`src/rtl/instr_fetch_pkg.sv`:
```
// Shared definitions for the instruction fetch unit: NOP encoding, PC step,
// fetch FSM state encodings and the {PC, INS} prefetch entry type.
package instr_fetch_pkg;

  localparam logic [31:0] NOP_INS = 32'h0000_0013;
  localparam logic [31:0] PC_STEP = 32'd4;

  typedef enum logic [1:0] {
    FS_FETCH   = 2'd0,
    FS_DISCARD = 2'd1,
    FS_HALT    = 2'd2
  } fetch_state_e;

  typedef struct packed {
    logic [31:0] pc;
    logic [31:0] ins;
  } fetch_entry_t;

  // Instruction fetches are word aligned; low PC bits are dropped.
  function automatic logic [31:0] align_pc(input logic [31:0] pc);
    return pc & ~32'h0000_0003;
  endfunction

endpackage

```
`src/rtl/instr_fetch_fifo.sv`:
```
// Prefetch FIFO of {PC, INS} entries. Head is read straight from the storage
// registers. Flush empties the FIFO and wins over a same-cycle push or pop.
module instr_fetch_fifo
  import instr_fetch_pkg::*;
#(
  parameter int unsigned DEPTH = 2,
  parameter int unsigned CNT_W = $clog2(DEPTH + 1)
) (
  input  logic             clk_i,
  input  logic             rst_i,
  input  logic             flush_i,
  input  logic             push_i,
  input  fetch_entry_t     push_data_i,
  input  logic             pop_i,
  output fetch_entry_t     head_o,
  output logic [CNT_W-1:0] count_o,
  output logic             empty_o
);

  localparam int unsigned PTR_W = $clog2(DEPTH);

  fetch_entry_t     mem_q [DEPTH];
  logic [PTR_W-1:0] wr_ptr_q, rd_ptr_q;
  logic [CNT_W-1:0] count_q;
  logic             full, push_ok, pop_ok;

  assign full    = (count_q == CNT_W'(DEPTH));
  assign empty_o = (count_q == '0);
  assign pop_ok  = pop_i && !empty_o;
  assign push_ok = push_i && (!full || pop_ok);

  // Pointer and occupancy bookkeeping; DEPTH is a power of two so pointers wrap.
  always_ff @(posedge clk_i or posedge rst_i) begin
    if (rst_i) begin
      wr_ptr_q <= '0;
      rd_ptr_q <= '0;
      count_q  <= '0;
    end else if (flush_i) begin
      wr_ptr_q <= '0;
      rd_ptr_q <= '0;
      count_q  <= '0;
    end else begin
      if (push_ok) wr_ptr_q <= wr_ptr_q + PTR_W'(1);
      if (pop_ok)  rd_ptr_q <= rd_ptr_q + PTR_W'(1);
      count_q <= count_q + CNT_W'(push_ok) - CNT_W'(pop_ok);
    end
  end

  // Entry storage; contents of empty slots are never observed.
  always_ff @(posedge clk_i) begin
    if (push_ok && !flush_i) mem_q[wr_ptr_q] <= push_data_i;
  end

  assign head_o  = mem_q[rd_ptr_q];
  assign count_o = count_q;

endmodule

```
`src/rtl/instr_fetch.sv`:
```
// Instruction fetch unit: owns the PC, runs a req/ack handshake to
// instruction memory, buffers words in a prefetch FIFO and handles redirects.
// Optional feature macro FETCH_MISALIGN_CHK_EN: misaligned redirects raise a
// sticky FETCH_ERR and halt fetching until an aligned redirect arrives.
module instr_fetch
  import instr_fetch_pkg::*;
#(
  parameter logic [31:0] RESET_PC   = 32'h0000_0000,
  parameter int unsigned FIFO_DEPTH = 2
) (
  input  logic        CLK,
  input  logic        RST,
  output logic        IMEM_REQ,
  output logic [31:0] IMEM_ADDR,
  input  logic        IMEM_ACK,
  input  logic [31:0] IMEM_RDATA,
  output logic [31:0] INS,
  output logic [31:0] PC_OUT,
  output logic        INS_VALID,
  input  logic        INS_READY,
  input  logic        REDIRECT,
  input  logic [31:0] REDIRECT_PC,
  output logic        FETCH_ERR
);

  localparam int unsigned CNT_W = $clog2(FIFO_DEPTH + 1);

  fetch_state_e     state_q, state_d;
  logic [31:0]      fetch_pc_q, fetch_pc_d;
  logic [31:0]      discard_addr_q, discard_addr_d;
  logic [31:0]      target_pc;
  logic             redirect_bad;
  logic             fifo_push, fifo_pop, fifo_empty, fifo_full;
  logic [CNT_W-1:0] fifo_count;
  fetch_entry_t     fifo_head;
  fetch_entry_t     push_entry;

  assign target_pc = align_pc(REDIRECT_PC);

`ifdef FETCH_MISALIGN_CHK_EN
  logic err_q;

  assign redirect_bad = (REDIRECT_PC[1:0] != 2'b00);

  // Sticky error: any redirect rewrites it with its own alignment status.
  always_ff @(posedge CLK or posedge RST) begin
    if (RST) begin
      err_q <= 1'b0;
    end else if (REDIRECT) begin
      err_q <= redirect_bad;
    end
  end

  assign FETCH_ERR = err_q;
`else
  assign redirect_bad = 1'b0;
  assign FETCH_ERR    = 1'b0;
`endif

  // State register: FSM state, fetch PC and the address of a request being discarded.
  always_ff @(posedge CLK or posedge RST) begin
    if (RST) begin
      state_q        <= FS_FETCH;
      fetch_pc_q     <= RESET_PC;
      discard_addr_q <= RESET_PC;
    end else begin
      state_q        <= state_d;
      fetch_pc_q     <= fetch_pc_d;
      discard_addr_q <= discard_addr_d;
    end
  end

  // Next-state logic; redirect has priority over the normal PC advance.
  always_comb begin
    state_d        = state_q;
    fetch_pc_d     = fetch_pc_q;
    discard_addr_d = discard_addr_q;
    unique case (state_q)
      FS_FETCH: begin
        if (REDIRECT) begin
          fetch_pc_d = target_pc;
          if (IMEM_REQ && !IMEM_ACK) begin
            // Request in flight must complete at its original address.
            state_d        = FS_DISCARD;
            discard_addr_d = fetch_pc_q;
          end else if (redirect_bad) begin
            state_d = FS_HALT;
          end
        end else if (fifo_push) begin
          fetch_pc_d = fetch_pc_q + PC_STEP;
        end
      end
      FS_DISCARD: begin
        if (REDIRECT) fetch_pc_d = target_pc;
        if (IMEM_ACK) begin
          state_d = (REDIRECT ? redirect_bad : FETCH_ERR) ? FS_HALT : FS_FETCH;
        end
      end
      FS_HALT: begin
        if (REDIRECT) begin
          fetch_pc_d = target_pc;
          if (!redirect_bad) state_d = FS_FETCH;
        end
      end
      default: state_d = FS_FETCH;
    endcase
  end

  // Memory request outputs; space is checked before a request is raised.
  always_comb begin
    IMEM_REQ  = 1'b0;
    IMEM_ADDR = fetch_pc_q;
    unique case (state_q)
      FS_FETCH:   IMEM_REQ = !RST && !fifo_full;
      FS_DISCARD: begin
        IMEM_REQ  = !RST;
        IMEM_ADDR = discard_addr_q;
      end
      FS_HALT:    IMEM_REQ = 1'b0;
      default:    IMEM_REQ = 1'b0;
    endcase
  end

  assign fifo_full  = (fifo_count == CNT_W'(FIFO_DEPTH));
  assign fifo_push  = (state_q == FS_FETCH) && IMEM_REQ && IMEM_ACK;
  assign fifo_pop   = INS_VALID && INS_READY;
  assign push_entry = '{pc: fetch_pc_q, ins: IMEM_RDATA};

  instr_fetch_fifo #(
    .DEPTH (FIFO_DEPTH),
    .CNT_W (CNT_W)
  ) u_fifo (
    .clk_i       (CLK),
    .rst_i       (RST),
    .flush_i     (REDIRECT),
    .push_i      (fifo_push),
    .push_data_i (push_entry),
    .pop_i       (fifo_pop),
    .head_o      (fifo_head),
    .count_o     (fifo_count),
    .empty_o     (fifo_empty)
  );

  assign INS_VALID = !fifo_empty;
  assign INS       = INS_VALID ? fifo_head.ins : NOP_INS;
  assign PC_OUT    = INS_VALID ? fifo_head.pc : 32'h0000_0000;

endmodule

```
`config.mk`:
```
export PLATFORM = sky130hd
export DESIGN_NAME = instr_fetch
export DESIGN_NICKNAME = d
export VERILOG_FILES = /design/src/rtl/instr_fetch_pkg.sv /design/src/rtl/instr_fetch_fifo.sv /design/src/rtl/instr_fetch.sv
export SDC_FILE = /design/constraint.sdc
export NUM_CORES = 1
export LEC_CHECK = 0
export ABC_CLOCK_PERIOD_IN_PS = 5000
export CORE_MARGIN = 3
export CORE_UTILIZATION = 29
export CTS_BUF_LIST = sky130_fd_sc_hd__clkbuf_4 sky130_fd_sc_hd__clkbuf_8
export CTS_CLUSTER_SIZE = 30
export DETAILED_ROUTE_END_ITERATION = 8
export GPL_TIMING_DRIVEN = 0
export PLACE_DENSITY = 0.59
export SYNTH_ARGS = -nofsm -noshare
export SYNTH_HDL_FRONTEND = slang
export SYNTH_SLANG_ARGS = --single-unit
export TNS_END_PERCENT = 50
```
`constraint.sdc`:
```
create_clock -name CLK -period 5 [get_ports CLK]
set_clock_uncertainty 0.15 [all_clocks]
set_input_delay 0.75 -clock CLK [delete_from_list [all_inputs] [get_ports CLK]]
set_output_delay 0.75 -clock CLK [all_outputs]
set_load 0.01 [all_outputs]
```
After elaboration in Yosys (flattened, before gate mapping)
Memories as Yosys holds them, arrays and structs flattened.
Cells that the tools add are included.
Widths: inputs -> output; s select.
Word-level totals
  word-level logic and storage cells: 64
  output and inout port bits: 99
  bits in writable memories: 128
  memories kept: 1
  bits in registers: 70
Memories
  u_fifo.mem_q: words 2, width 64, read ports 1, clocked after Yosys merged registers in 0, wr ports 1, RTL line instr_fetch_fifo.sv:22  | fetch_entry_t mem_q [DEPTH];
Cells by class
  reduce and logical (&&, ||, !) cells: 23
  eq/ne operators: 9
  add/sub/neg operators: 5
  multiplexer cells: 20
Operators by type and width (count)
  $mux 32: 6
  $pmux 32 s2: 1
  $add 32x3->32 const B: 1
  $mux 2: 5
  $logic_and 1x1->1: 8
  $ne 2x2->1 const B: 4
  $mux 1: 6
  $pmux 2 s3: 1
  $reduce_and 3->1: 2
  $reduce_bool 2->1: 3
  $logic_not 1->1: 5
  $eq 2x2->1 const B: 2
  $logic_not 2->1: 2
  $reduce_and 4->1: 1
  $ne 3x2->1 const B: 1
  $add 1x1->1 const B: 2
  $add 2x1->2: 1
  $eq 2x1->1 const B: 1
  $ne 2x1->1 const B: 1
  $pmux 1 s2: 1
  $reduce_or 2->1: 1
  $sub 2x1->2: 1
  $logic_or 1x1->1: 1

Depth between registers and ports, before layout
Gate-level depths: netlist of run 1.
  word-level depth: 10
  mapped depth: 8
  gate-level depth less buffers: 8

Hierarchy
Synthesis of run 1 repeated with hierarchy kept, for this count alone.
Unflattened totals
  cells, all modules: 658
  area, all modules: 8908.5 µm²
By module, submodules not included
  instr_fetch_fifo: times used 1, area each 4859.7 µm², seq. area each 3943.8 µm², cells an instance 222
  instr_fetch: times used 1, area each 4048.9 µm², seq. area each 1526.5 µm², cells an instance 436

Least setup slack after synthesis of run 1
No wires, ideal clock.
  path kind: input-to-reg
  start: in RST
  end: mem u_fifo.mem_q[0][0] (netlist bit), enable pin
  path slack: 0.525 ns
  buffers on the path: 0
  setup time: 0.482 ns
  data arrival time: 3.842 ns
  stages on the path: 5
  required time: 4.368 ns
  cells stage by stage: nor2_1 > nand3_1 > inv_1 > nand2_1 > nor2_1
On the way
  word-level cells in the longest chain between the ends: 9
Ends and longest elaborated chain
  from (decl): RTL line instr_fetch.sv:12  | input logic RST,
  $logic_not 1->1 (no line) (*)
  $logic_and 1x1->1: RTL line instr_fetch.sv:114  | FS_FETCH: IMEM_REQ = !RST && !fifo_full;
  $pmux 1 s2 (*): RTL line instr_fetch.sv:113  | unique case (state_q)
  $logic_and 1x1->1 (*) (2 in series): RTL line instr_fetch.sv:125  | assign fifo_push = (state_q == FS_FETCH) && IMEM_REQ && IMEM_ACK;
  $logic_and 1x1->1 (*): RTL line instr_fetch_fifo.sv:30  | assign push_ok = push_i && (!full || pop_ok);
  $logic_and 1x1->1 (*): RTL line instr_fetch_fifo.sv:51  | if (push_ok && !flush_i) mem_q[wr_ptr_q] <= push_data_i;
  $mux 1 (*): RTL line instr_fetch_fifo.sv:51
  $mux 1 (not written as such) (*): RTL line instr_fetch_fifo.sv:51
  to (decl): RTL line instr_fetch_fifo.sv:22
Mark *: on every way between the ends. The rest lies on a longest branch, timed or not.

Worst setup path after layout of run 1
  start: reg u_fifo.count_q[1] (netlist: u_fifo.count_o[1])
  end: out PC_OUT[29]
On the way
  word-level cells in the longest chain between the ends: 2
Ends and longest elaborated chain
  from (decl): RTL line instr_fetch_fifo.sv:24  | logic [CNT_W-1:0] count_q;
  from (signal assigned): RTL line instr_fetch_fifo.sv:45  | count_q <= count_q + CNT_W'(push_ok) - CNT_W'(pop_ok);
  $logic_not 2->1: RTL line instr_fetch_fifo.sv:28  | assign empty_o = (count_q == '0);
  $mux 32: RTL line instr_fetch.sv:146  | assign PC_OUT = INS_VALID ? fifo_head.pc : 32'h0000_0000;
  to (decl): RTL line instr_fetch.sv:18  | output logic [31:0] PC_OUT,
Every way passes these cells.

==> results.md, run 1 <==
- ANT cells: 0
- Final Max Slew Viols: 0
- Worst Tran Pin Value: approximately 0.9 ns
- Clock buffer depth: 2
- Worst-path clk slew: about 0.10 ns
- RSZ-0062 raised after global routing: false
- EDFF count, synth: 124
- Pwr dens: roughly 410 nW/µm²
- Die width: roughly 180 µm
- Vias: ~5,500
- Max IR drop VDD: ~150 µV
- Largest net degree at the start of global routing: 66
- Final core occ: just under 40%
- #FFs+latches synth: 189
- Num CTS Buffers: 17
- Starting Density: between 20 and 30%
- Critical Path RT: between 4 and 5 ns
- Vias/cell: between 4 and 5
- Ys flop type: edfxtp_1
- Critical Path Source Type: flip-flop
- P&R area growth vs syn: 30.8%
- Htree depth: 4
- Status: finished clean
- Synthesized area: 8290 µm²
- Max cap viols: 0
- Final period util: around 78%
- Layout fillers: around 2,700
- Crit-path slowest cell: nor2_1
- CP top delay family: buffers and inverters
- Hold buffer count at cts: 0
- Min Tclk post-route: a little under 4 ns
- Cells after Synth: 620
- Pre-antenna DRT Iters: 5
- Share of post-route cells with drive strength above 1: around 14%
- Min-delay worst type: reg -> reg
- Arrival time at the worst endpoint: about 3 ns
- Post-CTS Resized: 0
- Num Clock Sinks: ~190
- Overflow after GRT: 0
- Fmax: around 0.26 GHz
- Ports: 168
- Setup CP Type: reg -> out
- Final ANT Viol Nets: 0
- Leakage: roughly 3.8 nW
- CORE AREA: approximately 28,000 µm²
- Number of nets in the layout: roughly 900
- Max_slew headroom: 39.9%
- WL/cell: 17.4 µm
- CP Max Fanout: 10
- Dpl ws: 1.42 ns
- Hpwl dp: around 15 mm
- CTS tree: yes
- Residual DRC: 0
- Async S/R FF share, synth: approximately 34%
- Tot GR Track Use: a little over an eighth
- Final setup violation count: 0
- Vias in the first global route: between 5,000 and 6,000
- Post-CTS setup buffers: 0
- Ys Warns: 0
- Global-route wire length before repair: 32.1 mm
- Worst skew pair latency: roughly 0.46 ns
- Die area: 30,600 µm²
- Syn_area_per_cell: between 10 and 15 µm²
- Final worst setup slack: about 1.1 ns
- Most numerous cell on the critical path: nor2_1
- Die height: roughly 180 µm
- Final hold vios: 0
- Initial antenna violation count: 0
- IO buf count: 160
- Gp weighted congestion: approximately 0.8
- Worst path max stage delay: ~0.58 ns
- Wirelength, routed: about 21 mm
- Rows: between 60 and 70
- Yosys cell types: 45
- Power Total: around 4.5 mW
- Setup crit end kind: output port
- DR iter-0 viols: 360
- CP bufs+invs: 3
- Root Driver: clkbuf_8
- Cell chain of the critical path: nor2_1 -> clkbuf_1 -> buf_1 -> nor2_1 -> clkdlybuf4s50_1
- Sequential share of the synthesized area: between 60% and 70%
[cell families (layout without fill, tap and decap cells)]
kind of cell	Yosys count	after routing	share of synthesized area [%]
AOI/OAI and AO/OA	48	48	3.43
buffers and inverters	49	243	2.73
and+or+nand+nor	185	185	10.7
adders and majority gates	3	3	0.453
DFF	189	189	64.6
other	1	5	0.0453
xor gates and xnor gates	21	21	2.22
muxes	124	124	15.9
[layout by cell type, fill, tap and decap left out, drive strengths merged, types with 2 or more instances in the layout]
| cell | instances |
|---|---|
| buf | 26 |
| and2 | 2 |
| conb | 5 |
| bufinv | 2 |
| clkinvlp | 4 |
| nand4 | 7 |
| a21oi | 7 |
| and4 | 7 |
| mux2 | 59 |
| o21ai | 27 |
| nor2b | 2 |
| nor3b | 3 |
| a221o | 4 |
| ha | 3 |
| and3 | 6 |
| clkbuf | 35 |
| clkdlybuf4s50 | 160 |
| clkinv | 5 |
| xor2 | 8 |
| dfrtp | 65 |
| nand2 | 48 |
| nor3 | 8 |
| nand2b | 2 |
| inv | 11 |
| a31oi | 4 |
| nand3 | 11 |
| nor4 | 10 |
| nor2 | 75 |
| mux2i | 65 |
| xnor2 | 13 |
| edfxtp | 124 |
[layout make-up]
| class | count | area (µm²) | share of cell area, % |
|---|---|---|---|
| well taps | 378 | 473 | 4.36 |
| flip-flops and latches | 189 | 5350 | 49.4 |
| repair buffers | 162 | 1650 | 15.2 |
| clock buffers | 18 | 241 | 2.23 |
| clock inverters | 14 | 160 | 1.48 |
| plain buffers | 41 | 196 | 1.81 |
| inverters | 8 | 32.5 | 0.300 |
| multi-input cells | 386 | 2740 | 25.3 |
[per-layer routing]
layer	part of all wire, %	up-vias	track usage [%]
met5	0	-	0
met4	1.2	0	3.36
met3	5.4	15	3.26
met2	47	179	21.4
met1	46	2669	19.1
li1	-	2614	-
[sequential cells by signal, summed over array words and instances, names as in the netlist]
register         cells
u_fifo.mem_q       124
fetch_pc_q          30
discard_addr_q      30
u_fifo.rd_ptr_q      1
u_fifo.wr_ptr_q      1
state_q              1
u_fifo.count_o       2
[synth_stat cells (2+ instances only)]
library cell / count / area, µm²
nor3_1: 8 / 40.0
dfrtp_1: 65 / 1630
nor3b_1: 3 / 22.5
ha_1: 3 / 37.5
nor2b_1: 2 / 12.5
o21ai_0: 27 / 135
clkbuf_1: 16 / 60.1
xnor2_1: 13 / 114
buf_2: 6 / 30.0
buf_1: 11 / 41.3
nor2_1: 75 / 282
a31oi_1: 4 / 25.0
and2_1: 2 / 12.5
nand2_1: 48 / 180
mux2i_1: 65 / 651
edfxtp_1: 124 / 3720
nand2b_1: 2 / 12.5
clkinv_1: 2 / 7.51
xor2_1: 8 / 70.1
a21oi_1: 7 / 35.0
nand4_1: 5 / 31.3
nor4_1: 10 / 62.6
mux2_2: 59 / 664
and3_1: 5 / 31.3
nand3_1: 11 / 55.1
buf_6: 2 / 22.5
buf_4: 5 / 37.5
a221o_1: 4 / 40.0
nand4_4: 2 / 42.5
inv_1: 6 / 22.5
and4_1: 6 / 52.6
[final timing paths]
path	from	endpoint	slack, ns	cells past startpoint
worst max-delay path	u_fifo.count_o[1]	PC_OUT[29]	1.10	5
worst min-delay path	fetch_pc_q[18]	u_fifo.mem_q[1][50]	0.33	0
worst max register to register	u_fifo.count_o[1]	u_fifo.mem_q[1][5]	2.33	5
worst min register to register	fetch_pc_q[18]	u_fifo.mem_q[1][50]	0.33	0
max in group asynchronous	RST	fetch_pc_q[4]	3.39	2
min in group asynchronous	RST	fetch_pc_q[15]	0.78	2
[stage by stage]
step | instances | hold slack (ns) | area, µm² | TNS [ns]
finish | 1196 | 0.333 | 10800 | 0
global route | 1196 | 0.361 | 10800 | 0
CTS | 1196 | 0.334 | 10800 | 0
detailed placement | 1164 | 0.304 | 10400 | 0
global placement | 1162 | 0.294 | 10400 | -127.21
floorplan | 624 | 0.287 | 8300 | 0
[report_power, final]
group,switching (mW),internal [mW],total (mW)
Clock,0.572,0.462,1.03
Sequential,0.125,1.87,2.00
Combinational,0.685,0.762,1.45
Total,1.38,3.09,4.48
(Power assumes the default switching activity.)
==> inputs of run 2 (changes only) <==
--- a/config.mk
+++ b/config.mk
@@ -5,7 +5,7 @@
 export SDC_FILE = /design/constraint.sdc
 export NUM_CORES = 1
 export LEC_CHECK = 0
-export ABC_CLOCK_PERIOD_IN_PS = 5000
+export ABC_CLOCK_PERIOD_IN_PS = 3700
 export CORE_MARGIN = 3
 export CORE_UTILIZATION = 29
 export CTS_BUF_LIST = sky130_fd_sc_hd__clkbuf_4 sky130_fd_sc_hd__clkbuf_8
==> constraint.sdc (replaced) <==
create_clock -name CLK -period 3.7 [get_ports CLK]
set_clock_uncertainty 0.15 [all_clocks]
set_input_delay 0.555 -clock CLK [delete_from_list [all_inputs] [get_ports CLK]]
set_output_delay 0.555 -clock CLK [all_outputs]
set_load 0.01 [all_outputs]
==> results.md, run 2 (same netlist as run 1, synthesis figures left out) <==
- Status: finished clean
- Placed Area: 10,400 µm²
- Max IR drop VDD: 239 µV
- RSZ-0062 raised after global routing: true
- Min Tclk post-route: ~3.5 ns
- Rows: 61
- Last element of the critical path: PC_OUT[21]
- Number of flip-flops in the largest register: approximately 120
- CORE AREA: ~28,000 µm²
- Cell chain of the critical path: clkbuf_1 -> buf_1 -> mux2i_1 -> nor2_1 -> clkdlybuf4s50_1
- Gp weighted congestion: around 0.8
- Setup CP Type: reg -> out
- Wirelength, routed: 21.1 mm
- Final hold vios: 0
- P&R area growth vs syn: 30.8%
- Tot GR Track Use: between 10% and 20%
- Num Clock Sinks: around 190
- Initial antenna violation count: 0
- Flop-to-flop setup slack: 1.04 ns
- Hold_sp: fetch_pc_q[18]
- Crit-path slowest cell: buf_1
- Die area: between 30,000 and 40,000 µm²
- Critical Path RT: 2.99 ns
- Largest net degree at the start of global routing: 66
- Clock buffer depth: 2
- Pre-antenna DRT Iters: 5
- Worst-path clk slew: about 0.090 ns
- R2R Path End: u_fifo.mem_q[1][5]
- Vias in the first global route: between 5,000 and 6,000
- DR iter-0 viols: roughly 380
- Overflow after GRT: 0
- Hold buffer count at cts: 0
- Final Max Slew Viols: 0
- Crit path depth: 5
- Arrival time at the worst endpoint: approximately 2.8 ns
- Placed Instances: ~1,200
- CP Max Fanout: 10
- Final ANT Viol Nets: 0
- CP bufs+invs: 3
- Leakage: 3.78 nW
- Residual DRC: 0
- RR Startpoint: u_fifo.count_o[1]
- Starting Density: about 30%
- Largest Register: u_fifo.mem_q
- Final setup violation count: 0
- Fmax: 0.282 GHz
- Regs by FF count: u_fifo.mem_q x124, discard_addr_q x30, fetch_pc_q x30
- Number of nets in the layout: a little under 900
- Worst Tran Pin Value: 0.894 ns
- Non-filler cells, final: ~1,200
- R2R cell count: 5
- Commonest cells after routing, fill and taps aside: clkdlybuf4s50_1, edfxtp_1, nor2_1
- Commonest non-fill, non-tap cell in the layout: clkdlybuf4s50_1
- ANT cells: 0
- Worst path max stage delay: 0.61 ns
- Vias/cell: between 4 and 5
- WL/cell: between 15 and 20 µm
- Htree depth: 4
- Global-route wire length before repair: about 32 mm
- Worst hold slack: between 0.3 and 0.4 ns
- Critical Path Source Type: flip-flop
- Max_slew headroom: about two fifths
- Design Area, Final: roughly 11,000 µm²
- CP startpoint: u_fifo.rd_ptr_q
- Worst skew pair latency: around 0.46 ns
- CTS tree: yes
- Pwr dens: between 500 and 600 nW/µm²
- CP top delay family: buffers and inverters
- Min-delay worst type: reg -> reg
- Max cap viols: 0
- Die width: about 180 µm
- Hpwl dp: between 10 and 15 mm
- Power Total: 6.00 mW
- Die height: 175 µm
- Ports: about 170
- Root Driver: clkbuf_8
- IO buf count: between 150 and 200
- Vias: 5,496
- Num CTS Buffers: 17
- Setup crit end kind: output port
- Share of post-route cells with drive strength above 1: about 14%
- Final period util: roughly 96%
-- run 2: changes by cell type in the layout (fill, tap and decap cells not counted), sizes merged --
cell	before	now
clkinvlp	4	0
clkinv	5	8
inv	11	14
buf	26	24
bufinv	2	1
clkdlybuf4s15	0	1
-- run 2: how the worst min path moves through the flow --
stage | cells after the start | slack [ns] | to
after floorplan | 0 | 0.29 | u_fifo.mem_q[0][49]
after global placement | 0 | 0.29 | u_fifo.mem_q[0][50]
after detailed placement | 0 | 0.30 | u_fifo.mem_q[0][50]
after CTS | 0 | 0.33 | u_fifo.mem_q[0][50]
after global routing | 0 | 0.35 | u_fifo.mem_q[0][50]
final | 0 | 0.33 | u_fifo.mem_q[0][50]
-- run 2: where the power goes --
part,total [mW],switching [mW],internal [mW]
Combinational,1.96,0.928,1.03
Sequential,2.70,0.170,2.53
Clock,1.34,0.786,0.555
Total,6.00,1.88,4.12
-- run 2: metal layers --
metal | up-vias | track usage [%] | share of wire [%]
met4 | 0 | 4.19 | 1.5
met1 | 2690 | 18.9 | 46
li1 | 2616 | - | -
met3 | 17 | 3.11 | 5.0
met2 | 173 | 21.8 | 48
met5 | - | 0 | 0
-- run 2: area by class of cell --
cell class | count | area (µm²)
fill | 2703 | 17200
sequential | 189 | 5350
multi-input combinational | 386 | 2740
timing repair buffer | 162 | 1650
tap | 378 | 473
clock buffer | 17 | 234
buffer | 41 | 206
clock inverter | 15 | 151
inverter | 8 | 32.5
-- run 2: repair_timing --
action	in CTS	in global routing
cloned	0	0
hold endpoints to repair	0	0
setup buffers	0	0
endpoints found under the setup margin	10	44
gates resized for setup	3	3
-- run 2: through the flow --
stage	utilization, %	setup WS, ns	TNS, ns
2_1_floorplan	-	0.445	0
3_3_place_gp	37.1	-1.33	-165.22
3_5_place_dp	37.3	0.308	0
4_1_cts	38.7	0.0349	0
5_1_grt	38.7	-0.0616	-0.893
6_report	38.7	0.151	0
==> inputs of run 3 (changes only) <==
--- a/config.mk
+++ b/config.mk
@@ -7,12 +7,13 @@
 export LEC_CHECK = 0
 export ABC_CLOCK_PERIOD_IN_PS = 3700
 export CORE_MARGIN = 3
-export CORE_UTILIZATION = 29
+export CORE_UTILIZATION = 25
 export CTS_BUF_LIST = sky130_fd_sc_hd__clkbuf_4 sky130_fd_sc_hd__clkbuf_8
 export CTS_CLUSTER_SIZE = 30
 export DETAILED_ROUTE_END_ITERATION = 8
 export GPL_TIMING_DRIVEN = 0
-export PLACE_DENSITY = 0.59
+export PLACE_DENSITY = 0.54
+export SKIP_LAST_GASP = 1
 export SYNTH_ARGS = -nofsm -noshare
 export SYNTH_HDL_FRONTEND = slang
 export SYNTH_SLANG_ARGS = --single-unit
==> results.md, run 3 (same netlist as run 1, synthesis figures left out) <==
- Arrival time at the worst endpoint: around 2.8 ns
- R2R cell count: 6
- Critical Path Source Type: flip-flop
- Worst-path clk slew: 0.10 ns
- Met1 WL: 10.3 mm
- Fmax: roughly 0.28 GHz
- Non-filler cells, final: 1,261
- Max cap viols: 0
- Initial antenna violation count: 0
- CTS tree: yes
- Die height: 188 µm
- Setup crit end kind: output port
- Setup TNS: 0 ns
- CP top delay family: buffers and inverters
- Placed Area: around 11,000 µm²
- Tot GR Track Use: about an eighth
- Pre-antenna DRT Iters: 4
- Min Tclk post-route: roughly 3.5 ns
- Global-route wire length before repair: roughly 33 mm
- Top Layer Used: met4
- Setup CP Type: reg -> out
- Vias in the first global route: about 5,400
- Worst skew pair latency: between 0.4 and 0.5 ns
- Num Clock Sinks: around 190
- Internal power: 4.05 mW
- RR Startpoint: u_fifo.count_o[1]
- Max IR drop VDD: 225 µV
- CP bufs+invs: 3
- CORE AREA: roughly 33,000 µm²
- Seq pwr share: 45.4%
- Residual DRC: 0
- Final hold vios: 0
- Min-delay worst type: reg -> reg
- Critical Path RT: between 2 and 3 ns
- FF+latch area: ~5400 µm²
- Number of flip-flops in the largest register: around 120
- Switch share: 31.9%
- Worst Tran Pin Value: 0.850 ns
- Clock buffer depth: 2
- Max_slew headroom: a little over two fifths
- Final ANT Viol Nets: 0
- Crit path depth: 4
- Rows: 66
- Crit-path slowest cell: clkdlybuf4s50_1
- Hold buffer count at cts: 0
- Combinational power share: 33.2%
- Root Driver: clkbuf_8
- RSZ-0062 raised after global routing: false
- Design Area, Final: 10,900 µm²
- Final Max Slew Viols: 0
- Ports: 168
- Commonest cells after routing, fill and taps aside: clkdlybuf4s50_1, edfxtp_1, nor2_1
- Leakage: about 3.8 nW
- Worst hold slack: 0.323 ns
- Die width: between 150 and 200 µm
- Htree depth: 4
- Placed Instances: about 1,200
- Gp weighted congestion: around 0.87
- Largest Register: u_fifo.mem_q
- Vias: between 5,000 and 6,000
- Pwr dens: about 550 nW/µm²
- Cell chain of the critical path: clkbuf_1 -> clkinv_1 -> a31oi_1 -> clkdlybuf4s50_1
- CP Max Fanout: 10
- Regs by FF count: u_fifo.mem_q x124, discard_addr_q x30, fetch_pc_q x30
- ANT cells: 0
- R2R Path End: u_fifo.mem_q[1][17]
- Wirelength, routed: about 22 mm
- Status: finished clean
- Hpwl dp: approximately 16 mm
- Num CTS Buffers: 17
- P&R area growth vs syn: 31.6%
- Vias/cell: ~4.3
- Switching Power: roughly 1.9 mW
- WL/cell: about 17 µm
- Starting Density: 25.4%
- IO buf count: 160
- Share of post-route cells with drive strength above 1: ~15%
- Flop-to-flop setup slack: between 1 and 1.5 ns
- Die area: between 30,000 and 40,000 µm²
- Layout fillers: 3,246
- Clk pwr share: a little over a fifth
- Met2 WL: between 10 and 15 mm
- Met3 wire length: a little under 1 mm
- DR iter-0 viols: about 270
- Multi-input gate area: between 2000 and 3000 µm²
- Overflow after GRT: 0
- Worst path max stage delay: about 0.61 ns
- Final period util: 95.3%
- Largest net degree at the start of global routing: 66
- CP startpoint: state_q[0]
- Commonest non-fill, non-tap cell in the layout: clkdlybuf4s50_1
- Last element of the critical path: IMEM_REQ
- Number of nets in the layout: 878
- Final setup violation count: 0
[run 3: cell types whose count changed in the layout (fill, tap and decap cells not counted)]
cell        change
buf_1           -4
clkbuf_2        +3
bufinv_16       -1
inv_6           -1
inv_4           -1
clkinv_8        -1
clkbuf_4        +1
clkinv_4        -2
clkinvlp_4      +3
inv_8           +1
clkinv_1        +1
buf_12          +1
buf_2           +1
[run 3: metrics by stage]
stage	power (mW)	setup slack (ns)	utilization [%]
3_3_place_gp	4.74	-1.57	32.1
2_1_floorplan	3.76	0.445	-
5_1_grt	6.30	0.0482	33.4
4_1_cts	6.06	-0.00209	33.4
6_report	5.95	0.174	33.4
3_5_place_dp	4.76	0.269	32.3
[run 3: worst reg2reg max path: cells and delay by family (launching register included)]
family / cells / cell delay, ns
flops: 1 / 0.45
buf+inv: 3 / 0.74
simple gates: 3 / 0.87
[run 3: cell type report]
class	count	share of cell area (%)
well taps	442	5.07
clock buffers	18	2.21
clock inverters	14	1.01
flip-flops and latches	189	49.0
multi-input cells	386	25.1
repair buffers	163	15.3
inverters	8	0.298
plain buffers	41	1.94
[run 3: routing by layer]
metal	vias to the layer above	track usage (%)
li1	2613	-
met1	2640	16.9
met2	148	20.0
met3	16	2.79
met4	0	3.43
met5	-	0
[run 3: worst min-delay path by stage]
stage                    from                  end  slack [ns]  depth (start not counted)
2_1_floorplan  fetch_pc_q[17]  u_fifo.mem_q[0][49]        0.29                          0
3_3_place_gp   fetch_pc_q[18]  u_fifo.mem_q[0][50]        0.30                          0
3_5_place_dp   fetch_pc_q[18]  u_fifo.mem_q[0][50]        0.30                          0
4_1_cts        fetch_pc_q[18]  u_fifo.mem_q[1][50]        0.32                          0
5_1_grt        fetch_pc_q[18]  u_fifo.mem_q[0][50]        0.34                          0
6_report       fetch_pc_q[18]  u_fifo.mem_q[1][50]        0.32                          0
[run 3: power by group through the flow]
stage	Sequential, mW	Combinational (mW)	Clock [mW]
after floorplan	2.68	1.07	0
after global placement	2.74	2.00	0
after detailed placement	2.75	2.02	0
after CTS	2.70	2.03	1.33
after global routing	2.74	2.15	1.41
final	2.70	1.98	1.27
[run 3: what timing repair did]
action | CTS | global route
resized for setup | 5 | 5
setup endpoints to repair | 17 | 36
buffers inserted | 0 | 0
gates cloned | 0 | 0
